### config.mk
export PLATFORM = sky130hd
export DESIGN_NAME = lsu_mem_initiator
export DESIGN_NICKNAME = d
export VERILOG_FILES = /design/src/rtl/lsu_pkg.sv /design/src/rtl/lsu_align.sv /design/src/rtl/lsu_mem_initiator.sv
export SDC_FILE = /design/constraint.sdc
export NUM_CORES = 1
export LEC_CHECK = 0
export BUFFER_PORTS_ARGS = -buffer_cell sky130_fd_sc_hd__buf_2
export CAP_MARGIN = 0
export CELL_PAD_IN_SITES_DETAIL_PLACEMENT = 0
export CELL_PAD_IN_SITES_GLOBAL_PLACEMENT = 1
export CORE_ASPECT_RATIO = 1.75
export CORE_MARGIN = 4
export CORE_UTILIZATION = 39
export DETAILED_ROUTE_END_ITERATION = 8
export MAX_ROUTING_LAYER = met4
export PLACE_DENSITY_LB_ADDON = 0.1
export SLEW_MARGIN = 20
export SYNTH_ARGS = -nofsm -noshare
export SYNTH_HDL_FRONTEND = slang
export SYNTH_SLANG_ARGS = --single-unit
export TNS_END_PERCENT = 20
### constraint.sdc
create_clock -name clk -period 4.75 [get_ports clk]
set_clock_uncertainty 0.15 [all_clocks]
set_input_delay 0.2375 -clock clk [delete_from_list [all_inputs] [get_ports clk]]
set_output_delay 0.2375 -clock clk [all_outputs]
set_load 0.02 [all_outputs]
### src/rtl/lsu_pkg.sv
// rtl/lsu_pkg.sv - shared types, funct3 codes and decode helpers for the MEM-stage load/store initiator
package lsu_pkg;

  typedef enum logic [1:0] {
    S_IDLE  = 2'd0,
    S_BEAT1 = 2'd1,
    S_BEAT2 = 2'd2,
    S_DONE  = 2'd3
  } lsu_state_e;

  localparam logic [2:0] F3_B  = 3'b000;
  localparam logic [2:0] F3_H  = 3'b001;
  localparam logic [2:0] F3_W  = 3'b010;
  localparam logic [2:0] F3_BU = 3'b100;
  localparam logic [2:0] F3_HU = 3'b101;

  // Captured request; the word address lives in the bus address register.
  typedef struct packed {
    logic        store;
    logic [2:0]  funct3;
    logic [1:0]  off;
    logic [31:0] wdata;
  } lsu_req_t;

  // Unshifted byte-lane mask for an access size.
  function automatic logic [3:0] size_mask(input logic [2:0] f3);
    case (f3[1:0])
      2'b00:   size_mask = 4'b0001;
      2'b01:   size_mask = 4'b0011;
      default: size_mask = 4'b1111;
    endcase
  endfunction

  // Unsigned variants only exist for loads; 011/110/111 exist for neither.
  function automatic logic is_illegal(input logic [2:0] f3, input logic store);
    is_illegal = (f3 == 3'b011) || (f3 == 3'b110) || (f3 == 3'b111) || (store && f3[2]);
  endfunction

  // A halfword at offset 1 still sits inside one word, so only offset 3 crosses.
  function automatic logic is_misaligned(input logic [2:0] f3, input logic [1:0] off);
    is_misaligned = ((f3[1:0] == 2'b01) && (off == 2'd3)) ||
                    ((f3[1:0] == 2'b10) && (off != 2'd0));
  endfunction

endpackage

### src/rtl/lsu_align.sv
// rtl/lsu_align.sv - combinational store lane alignment and load extract/extend
module lsu_align
  import lsu_pkg::*;
(
  input  logic [2:0]  funct3_i,
  input  logic [1:0]  off_i,
  input  logic [31:0] wdata_i,
  input  logic [63:0] rdata_i,
  output logic [7:0]  mask_o,
  output logic [63:0] wdata_o,
  output logic [31:0] load_o
);

  logic [5:0]  shamt;
  logic [31:0] rshift;

  // Lanes/data over a two-word window: low half is beat 1, high half beat 2.
  assign shamt   = {off_i, 3'b000};
  assign mask_o  = {4'b0000, size_mask(funct3_i)} << off_i;
  assign wdata_o = {32'h0, wdata_i} << shamt;
  assign rshift  = 32'(rdata_i >> shamt);

  // Pick the low byte/half of the shifted word and extend it.
  always_comb begin
    load_o = rshift;
    case (funct3_i)
      F3_B:    load_o = {{24{rshift[7]}}, rshift[7:0]};
      F3_H:    load_o = {{16{rshift[15]}}, rshift[15:0]};
      F3_BU:   load_o = {24'h0, rshift[7:0]};
      F3_HU:   load_o = {16'h0, rshift[15:0]};
      default: load_o = rshift;
    endcase
  end

endmodule

### src/rtl/lsu_mem_initiator.sv
// rtl/lsu_mem_initiator.sv - MEM-stage load/store bus initiator; LSU_MISALIGN_SPLIT_EN enables two-beat misaligned accesses
module lsu_mem_initiator
  import lsu_pkg::*;
#(
  parameter int ADDR_W  = 32,
  parameter int TIMEOUT = 16
) (
  input  logic              clk,
  input  logic              rst,
  input  logic              req_valid,
  input  logic              req_store,
  input  logic [2:0]        req_funct3,
  input  logic [ADDR_W-1:0] req_addr,
  input  logic [31:0]       req_wdata,
  output logic              stall,
  output logic              resp_valid,
  output logic [31:0]       load_data,
  output logic              err_misalign,
  output logic              err_bus,
  output logic              err_illegal,
  output logic              mem_cs_n,
  output logic              mem_wr_n,
  output logic [3:0]        mem_mask,
  output logic [ADDR_W-1:0] mem_addr,
  output logic [31:0]       mem_wdata,
  input  logic [31:0]       mem_rdata,
  input  logic              mem_ready
);

  localparam int CNT_W = (TIMEOUT > 1) ? $clog2(TIMEOUT) : 1;
  localparam logic [CNT_W-1:0] CNT_LAST = CNT_W'(TIMEOUT - 1);

  lsu_state_e        state_q, state_d;
  lsu_req_t          req_q, req_d;
  logic              split_q, split_d;
  logic [31:0]       rdata1_q, rdata1_d;
  logic [CNT_W-1:0]  cnt_q, cnt_d;
  logic              cs_n_q, cs_n_d, wr_n_q, wr_n_d;
  logic [3:0]        mask_q, mask_d;
  logic [ADDR_W-1:0] addr_q, addr_d;
  logic [31:0]       wdata_q, wdata_d, load_q, load_d;
  logic              err_mis_q, err_mis_d, err_bus_q, err_bus_d, err_ill_q, err_ill_d;

  logic [2:0]        al_f3;
  logic [1:0]        al_off;
  logic [31:0]       al_wdata, al_load;
  logic [63:0]       al_rdata, al_wsh;
  logic [7:0]        al_mask;
  logic              req_ill, req_mis;

  // In IDLE the aligner sees the live request so beat 1 can launch on the capture edge.
  assign al_f3    = (state_q == S_IDLE) ? req_funct3 : req_q.funct3;
  assign al_off   = (state_q == S_IDLE) ? req_addr[1:0] : req_q.off;
  assign al_wdata = (state_q == S_IDLE) ? req_wdata : req_q.wdata;
  assign al_rdata = split_q ? {mem_rdata, rdata1_q} : {32'h0, mem_rdata};
  assign req_ill  = is_illegal(req_funct3, req_store);
  assign req_mis  = is_misaligned(req_funct3, req_addr[1:0]);

  lsu_align u_align (
    .funct3_i (al_f3),
    .off_i    (al_off),
    .wdata_i  (al_wdata),
    .rdata_i  (al_rdata),
    .mask_o   (al_mask),
    .wdata_o  (al_wsh),
    .load_o   (al_load)
  );

  // Next-state, bus drive, beat sequencing and timeout.
  always_comb begin
    state_d   = state_q;
    req_d     = req_q;
    split_d   = split_q;
    rdata1_d  = rdata1_q;
    cnt_d     = cnt_q;
    cs_n_d    = cs_n_q;
    wr_n_d    = wr_n_q;
    mask_d    = mask_q;
    addr_d    = addr_q;
    wdata_d   = wdata_q;
    load_d    = load_q;
    err_mis_d = err_mis_q;
    err_bus_d = err_bus_q;
    err_ill_d = err_ill_q;
    case (state_q)
      S_IDLE: begin
        if (req_valid) begin
          req_d   = '{store: req_store, funct3: req_funct3, off: req_addr[1:0], wdata: req_wdata};
          split_d = 1'b0;
          if (req_ill) begin
            err_ill_d = 1'b1;
            state_d   = S_DONE;
`ifndef LSU_MISALIGN_SPLIT_EN
          end else if (req_mis) begin
            err_mis_d = 1'b1;
            state_d   = S_DONE;
`endif
          end else begin
`ifdef LSU_MISALIGN_SPLIT_EN
            split_d = req_mis;
`endif
            state_d = S_BEAT1;
            cs_n_d  = 1'b0;
            wr_n_d  = !req_store;
            mask_d  = al_mask[3:0];
            addr_d  = {req_addr[ADDR_W-1:2], 2'b00};
            wdata_d = al_wsh[31:0];
            cnt_d   = '0;
          end
        end
      end
      S_BEAT1, S_BEAT2: begin
        if (mem_ready) begin
          rdata1_d = mem_rdata;
          if ((state_q == S_BEAT1) && split_q) begin
            state_d = S_BEAT2;
            mask_d  = al_mask[7:4];
            addr_d  = addr_q + ADDR_W'(4);
            wdata_d = al_wsh[63:32];
            cnt_d   = '0;
          end else begin
            state_d = S_DONE;
            cs_n_d  = 1'b1;
            wr_n_d  = 1'b1;
            mask_d  = 4'b0000;
            load_d  = req_q.store ? 32'h0 : al_load;
          end
        end else if (cnt_q == CNT_LAST) begin
          state_d   = S_DONE;
          err_bus_d = 1'b1;
          cs_n_d    = 1'b1;
          wr_n_d    = 1'b1;
          mask_d    = 4'b0000;
          load_d    = 32'h0;
        end else begin
          cnt_d = cnt_q + CNT_W'(1);
        end
      end
      default: begin
        state_d   = S_IDLE;
        load_d    = 32'h0;
        err_mis_d = 1'b0;
        err_bus_d = 1'b0;
        err_ill_d = 1'b0;
      end
    endcase
  end

  // State and registered bus/response outputs; reset releases the bus at once.
  always_ff @(posedge clk or posedge rst) begin
    if (rst) begin
      state_q   <= S_IDLE;
      req_q     <= '0;
      split_q   <= 1'b0;
      rdata1_q  <= 32'h0;
      cnt_q     <= '0;
      cs_n_q    <= 1'b1;
      wr_n_q    <= 1'b1;
      mask_q    <= 4'b0000;
      addr_q    <= '0;
      wdata_q   <= 32'h0;
      load_q    <= 32'h0;
      err_mis_q <= 1'b0;
      err_bus_q <= 1'b0;
      err_ill_q <= 1'b0;
    end else begin
      state_q   <= state_d;
      req_q     <= req_d;
      split_q   <= split_d;
      rdata1_q  <= rdata1_d;
      cnt_q     <= cnt_d;
      cs_n_q    <= cs_n_d;
      wr_n_q    <= wr_n_d;
      mask_q    <= mask_d;
      addr_q    <= addr_d;
      wdata_q   <= wdata_d;
      load_q    <= load_d;
      err_mis_q <= err_mis_d;
      err_bus_q <= err_bus_d;
      err_ill_q <= err_ill_d;
    end
  end

  assign stall        = ((state_q == S_IDLE) && req_valid) || (state_q == S_BEAT1) || (state_q == S_BEAT2);
  assign resp_valid   = (state_q == S_DONE);
  assign load_data    = load_q;
  assign err_misalign = err_mis_q;
  assign err_bus      = err_bus_q;
  assign err_illegal  = err_ill_q;
  assign mem_cs_n     = cs_n_q;
  assign mem_wr_n     = wr_n_q;
  assign mem_mask     = mask_q;
  assign mem_addr     = addr_q;
  assign mem_wdata    = wdata_q;

endmodule
Word-level counts from Yosys, hierarchy flattened --
Cells that the tools add are included.
Word-level totals: register bits after elaboration 149, latch bits 0, bits in writable memories 0, bits in read-only memories 0, input port bits 104, output and inout port bits 107, logic and storage cells 125, memories 0
Cells by class: $add $sub $neg 1, $mul 0, divide/modulo/power cells 0, $lt $le $gt $ge 0, eq/ne operators 24, shift operators 3, multiplexer cells 54, bitwise logic cells 2, reductions and logical operators 26
Operators with widths (number):
- 2-to-1 mux 32 bit | 12
- one-hot mux 32 bit (4 select lines) | 1
- one-hot mux 32 bit (2 select lines) | 1
- 2-to-1 mux 4 bit | 10
- left shift 32 x 5 -> 32 bit | 1
- >> shifter 32 x 5 -> 32 bit | 1
- one-hot mux 4 bit (2 select lines) | 3
- != test 2 bit (second input constant) | 8
- 2-to-1 mux 1 bit | 14
- == test 3 bit (second input constant) | 4
- 2-to-1 mux 2 bit | 6
- AND reduction 6 bit | 2
- one-hot mux 1 bit (2 select lines) | 5
- == test 2 bit (second input constant) | 4
- == test 2 x 1 -> 1 bit (second input constant) | 3
- logical OR 1 bit | 6
- != test 3 bit (second input constant) | 2
- AND reduction 2 bit | 3
- AND reduction 3 bit | 2
- AND reduction 5 bit | 1
- adder 4 x 1 -> 4 bit (second input constant) | 1
- == test 4 bit (second input constant) | 1
- logical AND 1 bit | 4
- zero test 2 bit | 2
- 11 further kinds | 13

Longest topological paths before layout --
word-level depth 9, depth in mapped cells 11, mapped depth without buffers 7

Hierarchy --
Synthesis repeated with hierarchy kept, for this count alone.
Unflattened totals: cells, all modules 738, area, all modules 8523.2 µm²
Modules (own cells, without submodules):
- lsu_mem_initiator | instances 1, cells each 496, area an instance 6470.0 µm², seq. area each 3681.0 µm²
- lsu_align | instances 1, cells each 242, area an instance 2053.2 µm², seq. area each 0.0 µm²

Worst setup path after synthesis --
Ideal clock, no wire load.
kind register to register, start register state_q[0], end register load_q[10] (netlist: load_data[10]), setup time 139 ps, arrival 1990 ps, required time 4461 ps, path slack 2471 ps, cell stages (with the launch flop) 9, path buffers 2, period minus slack after synthesis 2279 ps, cell sequence dfrtp_1 > inv_1 > ha_1 > buf_4 > mux2i_1 > buf_2 > mux2_2 > a222oi_1 > nand2_1
On the way: word-level cells in the longest chain between the ends 7, elaborated cells between the ends (all ways) 18, those cells by class eq/ne (6); shift (1); mux (6); bitwise (1); reduce/logical (4)
RTL lines:
- start, declared | RTL line lsu_mem_initiator.sv:33 | lsu_state_e state_q, state_d;
- start signal, assigned | RTL line lsu_mem_initiator.sv:167 | state_q <= state_d;
- zero test 2 bit | RTL line lsu_mem_initiator.sv:52, lsu_mem_initiator.sv:53, lsu_mem_initiator.sv:85
- 2-to-1 mux 2 bit / 2-to-1 mux 3 bit (equally long branches) | RTL line lsu_mem_initiator.sv:53, lsu_mem_initiator.sv:52
- >> shifter 32 x 5 -> 32 bit, or another cell as far along | RTL line lsu_align.sv:21 | assign rshift = 32'(rdata_i >> shamt);
- one-hot mux 32 bit (4 select lines) | RTL line lsu_align.sv:26 | case (funct3_i)
- 2-to-1 mux 32 bit | RTL line lsu_mem_initiator.sv:126 | load_d = req_q.store ? 32'h0 : al_load;
- 2-to-1 mux 32 bit | RTL line lsu_mem_initiator.sv:113 | if (mem_ready) begin
- one-hot mux 32 bit (2 select lines) | RTL line lsu_mem_initiator.sv:85 | case (state_q)
- end signal, assigned | RTL line lsu_mem_initiator.sv:177 | load_q <= load_d;
- end, declared | RTL line lsu_mem_initiator.sv:41 | logic [31:0] wdata_q, wdata_d, load_q, load_d;
Several ways; a longest one is shown, not always the timed one. A chain may end at the register's enable or synchronous reset.

Final worst setup path --
start register state_q[0], end register load_q[23] (netlist: load_data[23])
The elaborated chain is that of the path after synthesis.

==> qor.json <==
{
  "top_level_ports": {"value": 211},
  "core": {"value": 0.0181, "unit": "mm^2"},
  "drt-total-wl": {"value": 23200, "unit": "um"},
  "postSynthCellCount": {"value": 752},
  "place_area": {"value": 0.00844, "unit": "mm^2"},
  "number_of_register_bits_inferred_by_synthesis": {"value": 147},
  "vias_per_cell": {"value": 5.25},
  "post_synth.cell_area_avg": {"value": 9.65, "unit": "um^2"},
  "synth-warning-count": {"value": 0},
  "final_layout_size_suffix_gt1_share": {"value": 30.5, "unit": "%"},
  "ys_dominant_reg_cell": {"value": "dfrtp_1"},
  "die_area": {"value": 0.0209, "unit": "mm^2"},
  "overflow": {"value": 0},
  "clock.fmax": {"value": 0.308, "unit": "GHz"},
  "final-max-slew-violation-count": {"value": 0},
  "max_cap_violations": {"value": 0},
  "synth_top_cells_by_count": {"value": "nand2_1, dfrtp_1, mux2_2, nor2_1, a21oi_1"},
  "net_switching": {"value": 2.83, "unit": "mW"},
  "report.final.setup_viol": {"value": 0},
  "fin_area": {"value": 0.00987, "unit": "mm^2"},
  "timing.hold.ws": {"value": 0.0545, "unit": "ns"},
  "power_per_cell_area": {"value": 665, "unit": "mW/mm^2"},
  "worst-setup-path-type": {"value": "flop to flop"},
  "timing.critical_path.to_type": {"value": "flop"},
  "grt_pass1_wl": {"value": 37000, "unit": "um"},
  "critPathLaunch": {"value": "state_q[0]"},
  "hold_path_class": {"value": "input pin to flop"},
  "fin_tns_setup": {"value": 0, "unit": "ns"},
  "ff2ff_path_depth": {"value": 8},
  "clock-root-buffer": {"value": "clkbuf_16"},
  "cp-endpoint": {"value": "load_data[23]"},
  "cts_max_level": {"value": 4},
  "pwr-share-seq": {"value": 32.2, "unit": "%"},
  "worst_setup_path_start_kind": {"value": "flop"},
  "synth_top_cell_area_share": {"value": 50.0, "unit": "%"},
  "grt_util_all_layers": {"value": 22.9, "unit": "%"},
  "pnr_total_power": {"value": 6.56, "unit": "mW"},
  "drt-wirelength-per-cell": {"value": 18.4, "unit": "um"},
  "clkLatencyLatePin": {"value": 0.42, "unit": "ns"},
  "run_status": {"value": "finished clean"},
  "postLayoutSetupSlackWorst": {"value": 1.50, "unit": "ns"},
  "combPwrFrac": {"value": 46.6, "unit": "%"},
  "cp.arrival": {"value": 3.35, "unit": "ns"},
  "detail_route.first_pass.iterations": {"value": 5},
  "cts.sink_count": {"value": 147},
  "via_count_of_the_first_global_routing_pass": {"value": 6894},
  "placement.setup.worst_slack": {"value": 1.50, "unit": "ns"},
  "relative_contribution_of_the_clock_network_to_total_power": {"value": 21.2, "unit": "%"},
  "tritoncts.num_buffers": {"value": 17},
  "cts_max_path_buffers": {"value": 2},
  "sw_frac_of_total": {"value": 43.2, "unit": "%"},
  "synth-edff-count": {"value": 0},
  "post_cts.resized_instances": {"value": 0},
  "largest_net_degree_at_the_start_of_global_routing": {"value": 63},
  "tightest_slew_margin_relative_to_the_limit": {"value": 30.9, "unit": "%"},
  "area_delta_synth_final": {"value": 35.9, "unit": "%"},
  "layout_min_cycle_time": {"value": 3.25, "unit": "ns"},
  "die_w": {"value": 111, "unit": "um"},
  "rsz0062_at_grt": {"value": "false"},
  "required": {"value": 4.85, "unit": "ns"},
  "fill_cells": {"value": 1644},
  "leakagePower": {"value": 4.96, "unit": "nW"},
  "clock_tree_from_tritoncts": {"value": "yes"},
  "internal-power": {"value": 3.73, "unit": "mW"},
  "rrSetupSlack": {"value": 1.50, "unit": "ns"},
  "reg2reg_to": {"value": "load_data[23]"},
  "portBuffers": {"value": 208},
  "post-route-drc-count": {"value": 0},
  "gp_routability_congestion": {"value": 0.848},
  "synth_top_cells_by_area": {"value": "dfrtp_1, nand2_1, mux2_2, mux2i_1, a21oi_1"},
  "synth_sequential_area_ratio": {"value": 50.7, "unit": "%"},
  "hpwl": {"value": 16800, "unit": "um"},
  "drt-initial-drc-count": {"value": 301},
  "route.antenna.remaining_nets": {"value": 0},
  "grt_antenna_before_repair": {"value": 3},
  "tightestPinTransition": {"value": 1.04, "unit": "ns"},
  "placementRows": {"value": 65},
  "finish.net_count": {"value": 1126},
  "synthMostInstantiatedCell": {"value": "nand2_1"},
  "reg2reg_from": {"value": "state_q[0]"},
  "synth_cell_type_count": {"value": 61},
  "dr_total_vias": {"value": 6650},
  "synthDominantAreaCellType": {"value": "dfrtp_1"},
  "initial_core_util": {"value": 40.0, "unit": "%"},
  "final_hold_viol_count": {"value": 0},
  "highest_fanout_seen_on_the_critical_path": {"value": 38},
  "peakVddDrop": {"value": 275, "unit": "uV"},
  "netlist_area_before_placement": {"value": 0.00726, "unit": "mm^2"},
  "clk_transition_reported_paths": {"value": 0.06, "unit": "ns"},
  "die_height": {"value": 188, "unit": "um"},
  "asyncSetResetFlopFracSynth": {"value": 100, "unit": "%"},
  "final_min_period_over_clock_period": {"value": 68.4, "unit": "%"}
}
==> per-stage QoR <==
step | instances | util [%]
after floorplan | 753 | -
after global placement | 1150 | 46.5
after detailed placement | 1150 | 46.5
after CTS | 1263 | 54.3
after global routing | 1266 | 54.4
final | 1266 | 54.4
==> area by class of cell <==
| type | count | area [um^2] | share of cell area (%) |
|---|---|---|---|
| Inverter | 9 | 38.8 | 0.393 |
| Timing Repair Buffer | 298 | 1920 | 19.5 |
| Sequential cell | 147 | 3680 | 37.3 |
| Clock inverter | 11 | 153 | 1.55 |
| Clock buffer | 20 | 447 | 4.53 |
| Tap cell | 234 | 293 | 2.97 |
| Antenna cell | 3 | 7.51 | 0.0761 |
| Multi-Input combinational cell | 544 | 3330 | 33.7 |
==> sequential cells by signal, indices dropped and copies added (netlist names) <==
signal / flops
mem_cs_n: 1
err_misalign: 1
err_illegal: 1
mem_addr: 30
load_data: 32
mem_wdata: 32
req_q: 38
mem_wr_n: 1
mem_mask: 4
state_q: 2
cnt_q: 4
err_bus: 1
==> repair_timing <==
action | CTS | global route
endpoints found under the hold margin | 122 | 0
setup endpoints to repair | 0 | 0
setup buffers | 0 | 0
hold buffers | 82 | 0
==> worst min-delay path by stage <==
stage,from,cells after the start,slack (ns),endpoint
global placement,rst,2,0.13,mem_addr[7]
floorplan,req_store,1,0.14,mem_wr_n
CTS,mem_rdata[14],4,0.03,load_data[14]
detailed placement,rst,2,0.13,mem_addr[7]
finish,mem_rdata[14],4,0.05,load_data[14]
global route,req_funct3[0],2,0.05,req_q[34]
==> routing by layer <==
layer	GRT usage, %	vias up	wire length [um]
met2	41.5	207	12400
li1	-	3163	-
met5	-	-	0
met1	23.8	3240	8830
met3	5.04	40	1120
met4	9.74	0	866
==> cells by family (layout without fill, tap and decap cells) <==
| kind of cell | Yosys count | count (layout) | share of synthesized area [%] |
|---|---|---|---|
| XOR/XNOR | 2 | 2 | 0.241 |
| multiplexers | 81 | 81 | 12.1 |
| adder cells (fa/ha/maj) | 5 | 5 | 0.862 |
| flip-flops | 147 | 147 | 50.7 |
| other | 1 | 5 | 0.0517 |
| AND/OR/NAND/NOR | 302 | 302 | 17.3 |
| buffers and inverters | 62 | 338 | 4.02 |
| AO/OA/AOI/OAI | 152 | 152 | 14.7 |
==> placed cells by master, fill, tap and decap left out, types with 13 or more instances in the layout <==
cell / count
buf_2: 208
nand2_1: 201
dfrtp_1: 145
dlygate4sd3_1: 82
mux2_2: 54
nor2_1: 52
a21oi_1: 39
mux2i_1: 25
a211oi_1: 19
clkbuf_16: 17
nor2b_1: 16
o21ai_0: 13
==> critical path, stage by stage, from the launching register on <==
cell	delay, ns
dfrtp_1	0.42
inv_1	0.11
ha_2	0.27
buf_4	0.40
mux2i_4	0.29
buf_4	0.38
a211oi_1	0.10
a211oi_2	0.76
o211ai_1	0.17
==> power by group through the flow <==
stage          logic, mW  registers [mW]  clock network [mW]
6_report            3.06            2.11                1.39
5_1_grt             3.34            2.18                1.47
4_1_cts             3.09            2.11                1.42
3_5_place_dp        3.03            2.13                   0
3_3_place_gp        2.98            2.10                   0
2_1_floorplan       1.74            2.42                   0
(Power assumes the default switching activity.)
